<file path="src/rtl/svm_ovo_seq_classifier_pkg.sv">
// Shared types and helpers for the sequential one-vs-one SVM classifier.
// Pair enumeration is lexicographic: (0,1), (0,2), ..., (N_CLASS-2, N_CLASS-1).
package svm_pkg;

    typedef enum logic [1:0] {
        IDLE = 2'd0,
        MAC  = 2'd1,
        VOTE = 2'd2,
        DONE = 2'd3
    } state_t;

    localparam int SAT_CALC_W = 32;

    function automatic int n_pair(input int n_class);
        return n_class * (n_class - 1) / 2;
    endfunction

    function automatic int pair_i(input int p, input int n_class);
        int k;
        int r;
        k = 0;
        r = 0;
        for (int i = 0; i < n_class; i++) begin
            for (int j = i + 1; j < n_class; j++) begin
                if (k == p) r = i;
                k = k + 1;
            end
        end
        return r;
    endfunction

    function automatic int pair_j(input int p, input int n_class);
        int k;
        int r;
        k = 0;
        r = 0;
        for (int i = 0; i < n_class; i++) begin
            for (int j = i + 1; j < n_class; j++) begin
                if (k == p) r = j;
                k = k + 1;
            end
        end
        return r;
    endfunction

    // Clamp a wide signed sum into the signed range of an acc_w-bit accumulator.
    function automatic logic signed [SAT_CALC_W-1:0] sat_clip(
        input logic signed [SAT_CALC_W-1:0] v,
        input int                           acc_w
    );
        logic signed [SAT_CALC_W-1:0] hi;
        logic signed [SAT_CALC_W-1:0] lo;
        hi = (32'sd1 <<< (acc_w - 1)) - 32'sd1;
        lo = -(32'sd1 <<< (acc_w - 1));
        if (v > hi)      return hi;
        else if (v < lo) return lo;
        else             return v;
    endfunction

endpackage

</file>
<file path="src/rtl/svm_ovo_seq_classifier_pair_mac.sv">
// One pair's accumulator: loads the intercept, then adds one weight*feature per cycle.
// Wraps modulo 2^ACC_W by default; saturates when SVM_ACC_SAT_EN is defined.
module svm_pair_mac
    import svm_pkg::*;
#(
    parameter int IN_W  = 5,
    parameter int W_W   = 8,
    parameter int ACC_W = 13
) (
    input  logic                    clk,
    input  logic                    rst,
    input  logic                    i_load,
    input  logic                    i_en,
    input  logic signed [ACC_W-1:0] i_bias,
    input  logic signed [W_W-1:0]   i_weight,
    input  logic [IN_W-1:0]         i_feat,
    output logic                    o_neg
);
    localparam int PROD_W = W_W + IN_W + 1;

    logic signed [PROD_W-1:0] w_prod;
    logic signed [ACC_W-1:0]  w_next;
    logic signed [ACC_W-1:0]  w_load_val;
    logic signed [ACC_W-1:0]  r_acc;

    // Features are unsigned, so a zero MSB keeps the multiply signed-correct.
    assign w_prod = i_weight * $signed({1'b0, i_feat});

`ifdef SVM_ACC_SAT_EN
    logic signed [SAT_CALC_W-1:0] w_sum;
    assign w_sum      = SAT_CALC_W'(r_acc) + SAT_CALC_W'(w_prod);
    assign w_next     = ACC_W'(sat_clip(w_sum, ACC_W));
    assign w_load_val = ACC_W'(sat_clip(SAT_CALC_W'(i_bias), ACC_W));
`else
    assign w_next     = r_acc + ACC_W'(w_prod);
    assign w_load_val = i_bias;
`endif

    always_ff @(posedge clk or posedge rst) begin
        if (rst)         r_acc <= '0;
        else if (i_load) r_acc <= w_load_val;
        else if (i_en)   r_acc <= w_next;
    end

    assign o_neg = r_acc[ACC_W-1];

endmodule

</file>
<file path="src/rtl/svm_ovo_seq_classifier.sv">
// Sequential one-vs-one linear SVM: one feature per cycle, all pairs in parallel, then vote/argmax.
// Optional build macro SVM_ACC_SAT_EN selects saturating accumulation instead of wrap-around.
module svm_ovo_seq_classifier
    import svm_pkg::*;
#(
    parameter int N_FEAT  = 7,
    parameter int IN_W    = 5,
    parameter int W_W     = 8,
    parameter int ACC_W   = 13,
    parameter int N_CLASS = 3,
    parameter int CLS_W   = $clog2(N_CLASS),
    parameter int VOTE_W  = $clog2(N_CLASS)
) (
    input  logic                                          clk,
    input  logic                                          rst,
    input  logic                                          in_valid,
    output logic                                          in_ready,
    input  logic [N_FEAT*IN_W-1:0]                        inp,
    input  logic [(N_CLASS*(N_CLASS-1)/2)*N_FEAT*W_W-1:0] w_flat,
    input  logic [(N_CLASS*(N_CLASS-1)/2)*ACC_W-1:0]      b_flat,
    output logic                                          out_valid,
    input  logic                                          out_ready,
    output logic [CLS_W-1:0]                              out,
    output logic [N_CLASS*VOTE_W-1:0]                     predo
);
    localparam int N_PAIR = n_pair(N_CLASS);
    localparam int FIDX_W = (N_FEAT > 1) ? $clog2(N_FEAT) : 1;
    localparam logic [FIDX_W-1:0] LAST_FIDX = FIDX_W'(N_FEAT - 1);

    state_t                    r_state;
    state_t                    w_next_state;
    logic [FIDX_W-1:0]         r_fidx;
    logic [N_FEAT*IN_W-1:0]    r_inp;
    logic [CLS_W-1:0]          r_out;
    logic [N_CLASS*VOTE_W-1:0] r_predo;

    logic                      w_load;
    logic                      w_en;
    logic                      w_vote;
    logic [IN_W-1:0]           w_feat;
    logic [N_PAIR-1:0]         w_neg;
    logic [VOTE_W-1:0]         w_cnt [N_CLASS];
    logic [VOTE_W-1:0]         w_best_cnt;
    logic [CLS_W-1:0]          w_best;
    logic [N_CLASS*VOTE_W-1:0] w_predo;

    always_ff @(posedge clk or posedge rst) begin
        if (rst) r_state <= IDLE;
        else     r_state <= w_next_state;
    end

    always_comb begin
        w_next_state = r_state;
        in_ready     = 1'b0;
        out_valid    = 1'b0;
        w_load       = 1'b0;
        w_en         = 1'b0;
        w_vote       = 1'b0;
        case (r_state)
            IDLE: begin
                in_ready = 1'b1;
                if (in_valid) begin
                    w_load       = 1'b1;
                    w_next_state = MAC;
                end
            end
            MAC: begin
                w_en = 1'b1;
                if (r_fidx == LAST_FIDX) w_next_state = VOTE;
            end
            VOTE: begin
                w_vote       = 1'b1;
                w_next_state = DONE;
            end
            DONE: begin
                out_valid = 1'b1;
                if (out_ready) w_next_state = IDLE;
            end
            default: w_next_state = IDLE;
        endcase
    end

    always_ff @(posedge clk or posedge rst) begin
        if (rst) begin
            r_fidx <= '0;
            r_inp  <= '0;
        end else if (w_load) begin
            r_fidx <= '0;
            r_inp  <= inp;
        end else if (w_en) begin
            r_fidx <= (r_fidx == LAST_FIDX) ? '0 : r_fidx + FIDX_W'(1);
        end
    end

    assign w_feat = r_inp[int'(r_fidx)*IN_W +: IN_W];

    for (genvar p = 0; p < N_PAIR; p++) begin : g_pair
        logic signed [W_W-1:0] w_weight;
        assign w_weight = $signed(w_flat[(p*N_FEAT + int'(r_fidx))*W_W +: W_W]);

        svm_pair_mac #(
            .IN_W  (IN_W),
            .W_W   (W_W),
            .ACC_W (ACC_W)
        ) u_mac (
            .clk      (clk),
            .rst      (rst),
            .i_load   (w_load),
            .i_en     (w_en),
            .i_bias   ($signed(b_flat[p*ACC_W +: ACC_W])),
            .i_weight (w_weight),
            .i_feat   (w_feat),
            .o_neg    (w_neg[p])
        );
    end

    // A non-negative decision votes for the pair's first class, otherwise the second.
    always_comb begin
        for (int c = 0; c < N_CLASS; c++) w_cnt[c] = '0;
        for (int p = 0; p < N_PAIR; p++) begin
            if (w_neg[p]) w_cnt[pair_j(p, N_CLASS)] = w_cnt[pair_j(p, N_CLASS)] + VOTE_W'(1);
            else          w_cnt[pair_i(p, N_CLASS)] = w_cnt[pair_i(p, N_CLASS)] + VOTE_W'(1);
        end
    end

    // Strict comparison keeps the lowest index on ties; class 0 lands in the predo MSBs.
    always_comb begin
        w_best     = '0;
        w_best_cnt = w_cnt[0];
        w_predo    = '0;
        for (int c = 0; c < N_CLASS; c++) begin
            w_predo[(N_CLASS-1-c)*VOTE_W +: VOTE_W] = w_cnt[c];
        end
        for (int c = 1; c < N_CLASS; c++) begin
            if (w_cnt[c] > w_best_cnt) begin
                w_best     = CLS_W'(c);
                w_best_cnt = w_cnt[c];
            end
        end
    end

    always_ff @(posedge clk or posedge rst) begin
        if (rst) begin
            r_out   <= '0;
            r_predo <= '0;
        end else if (w_vote) begin
            r_out   <= w_best;
            r_predo <= w_predo;
        end
    end

    assign out   = r_out;
    assign predo = r_predo;

endmodule
</file>
<file path="config.mk">
export PLATFORM = sky130hd
export DESIGN_NAME = svm_ovo_seq_classifier
export DESIGN_NICKNAME = d
export VERILOG_FILES = /design/src/rtl/svm_ovo_seq_classifier_pkg.sv /design/src/rtl/svm_ovo_seq_classifier_pair_mac.sv /design/src/rtl/svm_ovo_seq_classifier.sv
export SDC_FILE = /design/constraint.sdc
export NUM_CORES = 1
export LEC_CHECK = 0
export CORE_MARGIN = 2
export CORE_UTILIZATION = 50
export DETAILED_ROUTE_END_ITERATION = 6
export GPL_TIMING_DRIVEN = 0
export PLACE_DENSITY_LB_ADDON = 0.05
export SLEW_MARGIN = 20
export SYNTH_ARGS = -nofsm -noshare
export SYNTH_HDL_FRONTEND = slang
export SYNTH_SLANG_ARGS = --single-unit
</file>
<file path="constraint.sdc">
create_clock -name clk -period 7.15 [get_ports clk]
set_input_delay 0.715 -clock clk [delete_from_list [all_inputs] [get_ports clk]]
set_output_delay 0.715 -clock clk [all_outputs]
set_load 0.03 [all_outputs]
</file>
== Word-level counts from Yosys, hierarchy flattened ==
Index checks and enable logic that the tools add are counted.

* Register bits: 87
* Logic and storage cells: 131
* Input bits: 246
* Output and inout port bits: 10

* Mux-type cells: 65
* Shift operators: 4
* Multiply operators: 4
* Equality and inequality tests: 7
* Reduce and logical (&&, ||, !) cells: 9
* $add $sub $neg: 12
* Bitwise operators: 8
* Order comparisons: 14

{| class="wikitable"
|+ Operators by type and width
! cell !! number
|-
| 32-bit by 3-bit >= comparator with 1-bit output (second input constant) || 6
|-
| 32-bit by 1-bit less-than comparator with 1-bit output (second input constant) || 6
|-
| 32-bit two-way mux || 6
|-
| 32-bit inverter || 6
|-
| 168-bit by 7-bit indexed part select with 8-bit output || 1
|-
| 168-bit by 8-bit indexed part select with 8-bit output || 1
|-
| 168-bit by 9-bit indexed part select with 8-bit output || 1
|-
| 13-bit two-way mux || 6
|-
| 2-bit two-way mux || 23
|-
| 13-bit adder || 3
|-
| 8-bit by 6-bit multiplier with 13-bit output || 3
|-
| 35-bit by 7-bit indexed part select with 5-bit output || 1
|-
| 2-bit binary-select mux with 2-bit select || 6
|-
| 6-bit bitwise mux || 4
|-
| 2-bit demux with 2-bit select || 6
|-
| 6-bit two-way mux || 3
|-
| 2-bit by 1-bit adder with 2-bit output (second input constant) || 6
|-
| 6-bit bitwise AND || 2
|-
| 3-bit two-way mux || 3
|-
| 2-bit case mux with 4 select lines || 1
|-
| 1-bit two-way mux || 7
|-
| 1-bit logical AND || 6
|-
| 3-bit by 3-bit multiplier with 6-bit output (second input constant) || 1
|-
| 2-bit inequality test (second input constant) || 3
|-
| 10 further kinds || 12
|}

== Depth between registers and ports, before layout ==
Gate-level depths: netlist (run 1).

* Depth after elaboration: 24
* Depth in mapped cells: 23
* Depth with buffers taken out: 20

== Hierarchy ==
From an unflattened synthesis (run 1), not the netlist that was laid out.

* Cell total of the unflattened synthesis: 1114
* Area total of the unflattened synthesis: 11098.1 µm²

{| class="wikitable"
|+ By module, submodules not included
! module !! cells an instance !! instances !! area each (µm²) !! sequential area each (µm²)
|-
| svm_ovo_seq_classifier || 306 || 1 || 3880.0 || 1201.2
|-
| svm_pair_mac (g_pair[0].u_mac) || 272 || 1 || 2422.3 || 325.3
|-
| svm_pair_mac (g_pair[1].u_mac) || 268 || 1 || 2398.6 || 325.3
|-
| svm_pair_mac (g_pair[2].u_mac) || 268 || 1 || 2397.3 || 325.3
|}

== Worst setup path after synthesis (run 1) ==
No wires, ideal clock.

* Path kind: flip-flop to flip-flop
* Start point: reg r_fidx[0]
* End point: reg g_pair[0].u_mac.r_acc[9]
* Data required time: 7.019 ns
* Stages on the path, launching flop included: 18
* Slack: 1.899 ns
* Data arrival time: 5.120 ns
* Period minus slack after synthesis: 5.251 ns
* Path buffers: 3
* Setup time: 0.131 ns
* Cell sequence: dfrtp_1 > buf_6 > buf_12 > buf_12 > mux4_2 > mux2i_4 > nor2_1 > fa_1 > fa_1 > fa_1 > inv_1 > fa_1 > inv_1 > ha_1 > or2_2 > a311oi_2 > nor4_1 > or3_1

* Word-level cells in the longest chain between the ends: 6
* Elaborated cells between the ends (all ways): 7
* Those cells by class: add/sub: 1; mul: 2; shift: 2; mux: 2

{| class="wikitable"
|+ Ends and longest elaborated chain
! element !! line !! text
|-
| from (decl) || svm_ovo_seq_classifier.sv:32 || <nowiki>logic [FIDX_W-1:0] r_fidx;</nowiki>
|-
| from (signal assigned) || svm_ovo_seq_classifier.sv:91 || <nowiki>r_fidx <= (r_fidx == LAST_FIDX) ? '0 : r_fidx + FIDX_W'(1);</nowiki>
|-
| 3-bit by 3-bit multiplier with 6-bit output || svm_ovo_seq_classifier.sv:95 || <nowiki>assign w_feat = r_inp[int'(r_fidx)*IN_W +: IN_W];</nowiki>
|-
| 35-bit by 7-bit indexed part select with 5-bit output || svm_ovo_seq_classifier.sv:95 ||
|-
| 8-bit by 6-bit multiplier with 13-bit output * || svm_ovo_seq_classifier_pair_mac.sv:27 || <nowiki>assign w_prod = i_weight * $signed({1'b0, i_feat});</nowiki>
|-
| 13-bit adder * || svm_ovo_seq_classifier_pair_mac.sv:35 || <nowiki>assign w_next = r_acc + ACC_W'(w_prod);</nowiki>
|-
| 13-bit two-way mux * || svm_ovo_seq_classifier_pair_mac.sv:42 || <nowiki>else if (i_en) r_acc <= w_next;</nowiki>
|-
| 13-bit two-way mux * || svm_ovo_seq_classifier_pair_mac.sv:41 || <nowiki>else if (i_load) r_acc <= w_load_val;</nowiki>
|-
| to (signal assigned) || svm_ovo_seq_classifier_pair_mac.sv:41 ||
|-
| to (signal assigned) || svm_ovo_seq_classifier_pair_mac.sv:42 ||
|-
| to (decl) || svm_ovo_seq_classifier_pair_mac.sv:24 || <nowiki>logic signed [ACC_W-1:0] r_acc;</nowiki>
|}

Every way passes the cells marked *; elsewhere a longest branch is shown, timed or not. The select of a mux whose other input is x is not followed.
A chain may end at the register's enable or synchronous reset.

== Final worst setup path (run 1) ==
* Start point: reg r_fidx[0]
* End point: reg g_pair[2].u_mac.r_acc[12]

* Word-level cells in the longest chain between the ends: 6
* Elaborated cells between the ends (all ways): 8
* Those cells by class: add/sub: 2; mul: 2; shift: 2; mux: 2

{| class="wikitable"
|+ Ends and longest elaborated chain
! element !! line
|-
| 3-bit by 3-bit multiplier with 6-bit output or 4-bit by 3-bit adder with 5-bit output (tied branches) || svm_ovo_seq_classifier.sv:95, svm_ovo_seq_classifier.sv:99
|-
| 35-bit by 7-bit indexed part select with 5-bit output or 168-bit by 9-bit indexed part select with 8-bit output (tied branches) || svm_ovo_seq_classifier.sv:95, svm_ovo_seq_classifier.sv:99
|-
| 8-bit by 6-bit multiplier with 13-bit output * || svm_ovo_seq_classifier_pair_mac.sv:27
|-
| 13-bit adder * || svm_ovo_seq_classifier_pair_mac.sv:35
|-
| 13-bit two-way mux * || svm_ovo_seq_classifier_pair_mac.sv:42
|-
| 13-bit two-way mux * || svm_ovo_seq_classifier_pair_mac.sv:41
|-
| to (signal assigned) || svm_ovo_seq_classifier_pair_mac.sv:41
|-
| to (signal assigned) || svm_ovo_seq_classifier_pair_mac.sv:42
|-
| to (decl) || svm_ovo_seq_classifier_pair_mac.sv:24
|}

Marked as above.

==> metrics.md, run 1 <==
| Metric | Value |
|---|---|
| CP Data Arrival Time | 6290 ps |
| DRC viols | 0 |
| Final Cycle Share | 84.8% |
| Main synth FF type | dfrtp_1 |
| Layout overhead on the synthesized area | 29.7% |
| Core area | 21200 um^2 |
| Sequential area share after synthesis | 20.0% |
| Run status | finished clean |
| Wirelength per Cell | 20.2 um |
| Slew Limit Headroom | 40.7% |
| RSZ-0062 raised after global routing | false |
| EDFF count, synth | 0 |
| Worst path max stage delay | 560 ps |
| Synth Warn # | 0 |
| Cells traversed along the worst timing path | buf_6, buf_4, mux4_2, o21ai_2, buf_2, nor2_1, fa_1, inv_1, fa_1, inv_1, fa_1, inv_1, fa_1, inv_1, ha_1, o21a_1, and3_1, a21oi_1, o221ai_1, xnor2_1, o21ai_0 |
| R2R Setup Slk | 1080 ps |
| Clock Skew | 7.60 ps |
| Clock Latency Late Sink | 370 ps |
| Number of global-route vias before repair | 10.1k |
| Setup TNS | 0 ps |
| CP Capture Point | g_pair[2].u_mac.r_acc[12] |
| TritonCTS clock tree | built |
| Largest net degree at the start of global routing | 52 |
| Hold WS | 481 ps |
| FF-to-FF End | g_pair[2].u_mac.r_acc[12] |
| Total Routing Usage GR | 31.6% |
| Initial antenna violation count | 1 |
| First-pass GRT wire length | 53500 um |
| Top post-synthesis cells by area | dfrtp_1, fa_1, ha_1, mux4_2, inv_1 |
| Cell Area, Synth | 10900 um^2 |
| Syn Nets | 1594 |
| Syn Inst Count | 1160 |
| Unique masters post-synth | 66 |
| Cells on worst reg2reg path | 21 |
| Gr ovfl total | 0 |
| Vias post-DR | 9505 |
| Cell taking the most area after synthesis | dfrtp_1 |
| Via/cell ratio | 5.56 |
| Worst r2r src | r_fidx[0] |
| Achievable Freq | 165 MHz |
| GP Congestion | 0.918 |
| # Post-CTS Setup Buffers | 0 |
| Tmin final | 6070 ps |
| Multi-input gate area | 7720 um^2 |
| Total Nets Final | 1861 |
| I/O Buffers | 255 |
| Area taken by flip-flops and latches | 2180 um^2 |
| Hold Buf Count CTS | 0 |
| Final hold vios | 0 |
| Critical path startpoint | r_fidx[0] |
| Worst slew pin tran | 890 ps |
| Syn Area/Cell | 9.37 um^2 |
| Std-Cell Rows | 53 |
| FF+latch count, synth | 87 |
| Chip Width | 151 um |
| Initial Utilization | 51.4% |
| Number of cells on the worst hold path | 2 |
| CP Class | register to register |
| Post_cts resized | 0 |
| Io pins | 256 |
| Final Slew Violations | 0 |
| Startpoint Class | register |
| Iter 0 DRT Violations | 691 |
| Max-cap violations | 0 |
| Hold/Removal Path Class | register to register |
| Deepest clock path buffer count | 2 |
| Critical-path maximum fanout | 10 |
| Synth top area share | 20.0% |
| Crit. End Element | register |
| CP Data Required Time | 7370 ps |
| Detailed placement HPWL | 28400 um |
| Drt first pass iters | 6 |
| Filler cell count | 1768 |
| Total CTS buffers | 9 |
| H-tree lvl count | 3 |
| Die footprint | 22900 um^2 |
| Slowest cell on the critical path | fa_1 |
| Die Ht | 151 um |
| CTS root buffer | clkbuf_16 |
| Clock transition at path regs | 80 ps |
| Layout cell share with drive strength beyond 1 | 9.15% |
| DRT antenna net count | 0 |
| Final setup violation count | 0 |
| Drt total wl | 34500 um |
| Sink Count | 87 |
| Async SR Flop Fraction | 100% |
==> metrics by stage <==
step	instances	util (%)	worst slack, ps	area, um^2
after floorplan	1160	-	1900	10900
after global placement	1690	65.1	869	13800
final	1708	66.7	1080	14100
after global routing	1708	66.7	730	14100
after CTS	1707	66.7	1070	14100
after detailed placement	1691	65.3	831	13800
==> cell type report <==
type,count,area share (%)
diodes,1,0.0177
multi-input cells,844,54.7
flip-flops and latches,87,15.4
inverters,172,4.61
repair buffers,256,18.3
clock inverters,7,0.523
plain buffers,57,2.36
clock buffers,9,1.60
well taps,275,2.44
==> logic make-up (layout without fill, tap and decap cells) <==
group / after synthesis / count (layout) / share of synthesized area [%]
AOI/OAI and AO/OA: 178 / 178 / 10.5
buffers and inverters: 229 / 501 / 9.00
other: 0 / 1 / 0
xor gates and xnor gates: 37 / 37 / 2.98
muxes: 96 / 96 / 15.4
and+or+nand+nor: 345 / 345 / 13.6
adders and majority gates: 188 / 188 / 28.5
DFF: 87 / 87 / 20.0
==> routing by layer <==
layer / up-vias / wire length [um] / track usage [%]
met4: 0 / 1130 / 11.1
li1: 4388 / - / -
met5: - / 0 / 0
met2: 351 / 17200 / 56.2
met3: 57 / 2240 / 4.70
met1: 4709 / 14000 / 39.2
==> synthesized netlist by cell type (5+ instances only) <==
master / instances
mux2i_1: 30
o21ai_1: 6
ha_1: 89
o21ai_2: 7
mux4_2: 36
o21bai_1: 6
dfrtp_1: 87
buf_2: 18
nand2_1: 153
a21o_1: 9
xnor2_1: 25
o21ai_0: 54
inv_1: 172
buf_6: 5
or2_1: 6
o211ai_1: 15
mux2_2: 11
fa_1: 99
xor2_1: 12
a21oi_1: 38
or2_2: 6
a211oi_1: 8
nand3_1: 9
mux4_1: 9
nor2_2: 5
nor2b_1: 6
nor2_1: 112
clkbuf_1: 23
buf_4: 7
o21a_1: 7
nand2b_1: 13
nor3_1: 15
mux2i_4: 8
==> cell usage in the layout (no fill, tap or decap), drive strengths merged, types with 4 or more instances in the layout <==
cell type and instances:
ha 89, xor2 12, o21ai 68, a21oi 39
o21a 7, mux2i 40, mux2 11, nand3 9
nor2 117, mux4 45, dfrtp 87, o21bai 6
clkbuf 32, fa 99, inv 175, clkdlybuf4s50 255
a21o 9, o211ai 15, nand2b 13, and3 4
nor2b 6, nor3 15, xnor2 25, nand2 153
or2 12, a211oi 8, buf 35, a311oi 4
==> critical path, delay by kind of cell (launching register included) <==
family / cells / cell delay (ps)
fa+ha+maj: 5 / 2340
mux: 1 / 370
simple gates: 2 / 330
xor+xnor: 1 / 340
buf+inv: 7 / 1030
flops: 1 / 380
compound gates: 5 / 1150
==> how the worst min path moves through the flow <==
| stage | startpoint | end | slack [ps] |
|---|---|---|---|
| after floorplan | r_inp[7] | r_inp[7] | 440 |
| after CTS | r_inp[20] | r_inp[20] | 480 |
| after detailed placement | r_inp[20] | r_inp[20] | 460 |
| final | r_inp[6] | r_inp[6] | 480 |
| after global routing | r_inp[34] | r_inp[34] | 490 |
| after global placement | r_inp[4] | r_inp[4] | 450 |
==> registers in the layout, indices dropped and copies added, names as in the netlist <==
name                count
g_pair.u_mac.r_acc     39
out                     2
predo                   6
r_fidx                  3
r_inp                  35
r_state                 2
Power of run 1 is not shown: default switching activity piles up to over one toggle a cycle in this logic, so the estimate is an artifact.
==> run 2: changes to the inputs <==
clock period = 6.2 ns   (was 7.15 ns; I/O delays follow)
==> metrics.md, run 2 (same netlist as run 1, synthesis figures left out) <==
| Metric | Value |
|---|---|
| CTS root buffer | clkbuf_16 |
| Total Routing Usage GR | 31.6% (unchanged) |
| Io pins | 256 (unchanged) |
| GP Congestion | 0.918 (unchanged) |
| Chip Width | 151 um (unchanged) |
| Clock Latency Late Sink | 370 ps (about the same) |
| Run status | finished clean |
| Max reg flops | 39 (unchanged) |
| CP Data Arrival Time | 6160 ps (-130 ps) |
| DRT antenna net count | 0 (unchanged) |
| Cell area after placement | 13800 um^2 (unchanged) |
| I/O Buffers | 255 (unchanged) |
| Clock Skew | 7.54 ps (-0.0594 ps) |
| R2R Setup Slk | 280 ps (-800 ps) |
| Drt first pass iters | 5 (-1) |
| Worst r2r src | r_fidx[0] |
| Setup TNS | 0 ps (unchanged) |
| Die footprint | 22900 um^2 (unchanged) |
| Final setup violation count | 0 (unchanged) |
| CP Class | register to register |
| Achievable Freq | 169 MHz (+2.5%) |
| Crit. End Element | register |
| Number of global-route vias before repair | 10.1k (unchanged) |
| Die Ht | 151 um (unchanged) |
| Filler cell count | 1766 (-0.11%) |
| Largest net degree at the start of global routing | 52 (unchanged) |
| Final Slew Violations | 0 (unchanged) |
| Initial antenna violation count | 1 (unchanged) |
| Tmin final | 5920 ps (-148 ps) |
| Clock transition at path regs | 80 ps (about the same) |
| Layout cell share with drive strength beyond 1 | 9.36% (+0.21 points) |
| DRC viols | 0 (unchanged) |
| Sink Count | 87 (unchanged) |
| Vias post-DR | 9496 (-0.095%) |
| Detailed placement HPWL | 28400 um (unchanged) |
| Std-Cell Rows | 53 (unchanged) |
| Final Cycle Share | 95.5% (+11 points) |
| Total Nets Final | 1861 (unchanged) |
| HP Start | r_inp[31] |
| Most common cell after layout, fill and taps aside | clkdlybuf4s50_1 |
| Most frequent cells in the layout | clkdlybuf4s50_1, inv_1, nand2_1 |
| Initial Utilization | 51.4% (unchanged) |
| RSZ-0062 raised after global routing | false |
| TritonCTS clock tree | built |
| Core area | 21200 um^2 (unchanged) |
| Layout overhead on the synthesized area | 30.0% |
| Hold EP | r_inp[31] |
| Post-Layout Inst Area | 14100 um^2 (+0.20%) |
| Drt total wl | 34600 um (+0.23%) |
| Worst slew pin tran | 860 ps (-30.1 ps) |
| Number of cells on the worst hold path | 2 (unchanged) |
| CP Data Required Time | 6440 ps (-930 ps) |
| Deepest clock path buffer count | 2 (unchanged) |
| Startpoint Class | register |
| Final hold vios | 0 (unchanged) |
| Most flops, register | g_pair.u_mac.r_acc |
| H-tree lvl count | 3 (unchanged) |
| Slew Limit Headroom | 42.7% (+2.0 points) |
| Gr ovfl total | 0 (unchanged) |
| Total CTS buffers | 9 (unchanged) |
| Via/cell ratio | 5.56 (about the same) |
| FF-to-FF End | g_pair[0].u_mac.r_acc[9] |
| Critical-path maximum fanout | 10 (unchanged) |
| Hold/Removal Path Class | register to register |
| Wirelength per Cell | 20.3 um (+0.23%) |
| Cells on worst reg2reg path | 15 (-29%) |
| First-pass GRT wire length | 53500 um (unchanged) |
| Max-cap violations | 0 (unchanged) |
| Iter 0 DRT Violations | 575 (-17%) |
[run 2: cell counts in the layout (fill, tap and decap cells not counted)]
No cell type changed its count.
[run 2: area by class of cell]
class	count	area (um^2)	area share, %
sequential	87	2180	15.4
tap	275	344	2.43
clock inverter	7	73.8	0.522
antenna	1	2.50	0.0177
timing repair buffer	256	2580	18.3
inverter	172	651	4.60
clock buffer	9	225	1.59
multi-input combinational	844	7750	54.8
buffer	57	333	2.35
[run 2: metal layers]
metal / wire length, um / vias to the layer above / part of all wire, % / global-route usage [%]
met4: 1100 / 0 / 3.2 / 11.1
met5: 0 / - / 0 / 0
met3: 2240 / 55 / 6.5 / 4.70
met2: 17400 / 342 / 50 / 56.2
li1: - / 4380 / - / -
met1: 13900 / 4719 / 40 / 39.2
[run 2: what timing repair did]
item                                   in CTS  in global routing
endpoints found under the hold margin       0                  0
resized for setup                           0                  5
setup endpoints to repair                   0                  4
hold buffers                                0                  0
buffers inserted                            0                  0
[run 2: worst max-delay path, stage by stage, from the launching register on]
cell and delay [ps]:
dfrtp_1 380, mux4_1 610, o21ai_1 530, buf_2 380, nor2_1 110, fa_1 580, fa_1 450, fa_1 550
inv_1 50, fa_1 530, inv_1 40, ha_1 320, or2_2 350, a311oi_2 440, nor4_1 90, or3_1 390
[run 2: worst max-delay path by stage]
stage                start  slack (ps)                   endpoint
3_3_place_gp   w_flat[117]          10  g_pair[2].u_mac.r_acc[12]
6_report         r_fidx[0]         280   g_pair[0].u_mac.r_acc[9]
4_1_cts          r_fidx[0]         120  g_pair[1].u_mac.r_acc[12]
2_1_floorplan    r_fidx[0]         950   g_pair[0].u_mac.r_acc[9]
5_1_grt          r_fidx[0]          40  g_pair[2].u_mac.r_acc[12]
3_5_place_dp   w_flat[117]         -20  g_pair[2].u_mac.r_acc[12]
[run 2: per-stage QoR]
step	hold WS [ps]	utilization [%]	std cells	setup WS (ps)
CTS	480	66.7	1707	116
global route	493	66.8	1708	40.0
finish	483	66.8	1708	282
detailed placement	461	65.3	1691	-24.0
floorplan	437	-	1160	949
global placement	454	65.1	1690	14.5
Power of run 2 is left out for the same reason.
==> run 3: changes to the inputs <==
clock period = 7.55 ns   (was 6.2 ns; I/O delays follow)
==> results of run 3 <==
Same layout as run 1 (identical final DEF). Status: finished clean.
Among the figures that moved: setup slack after placement 831 ps -> 1190 ps; setup slack after layout 1080 ps -> 1480 ps; register-to-register setup slack 1080 ps -> 1480 ps
Power of run 3 is left out for the same reason.
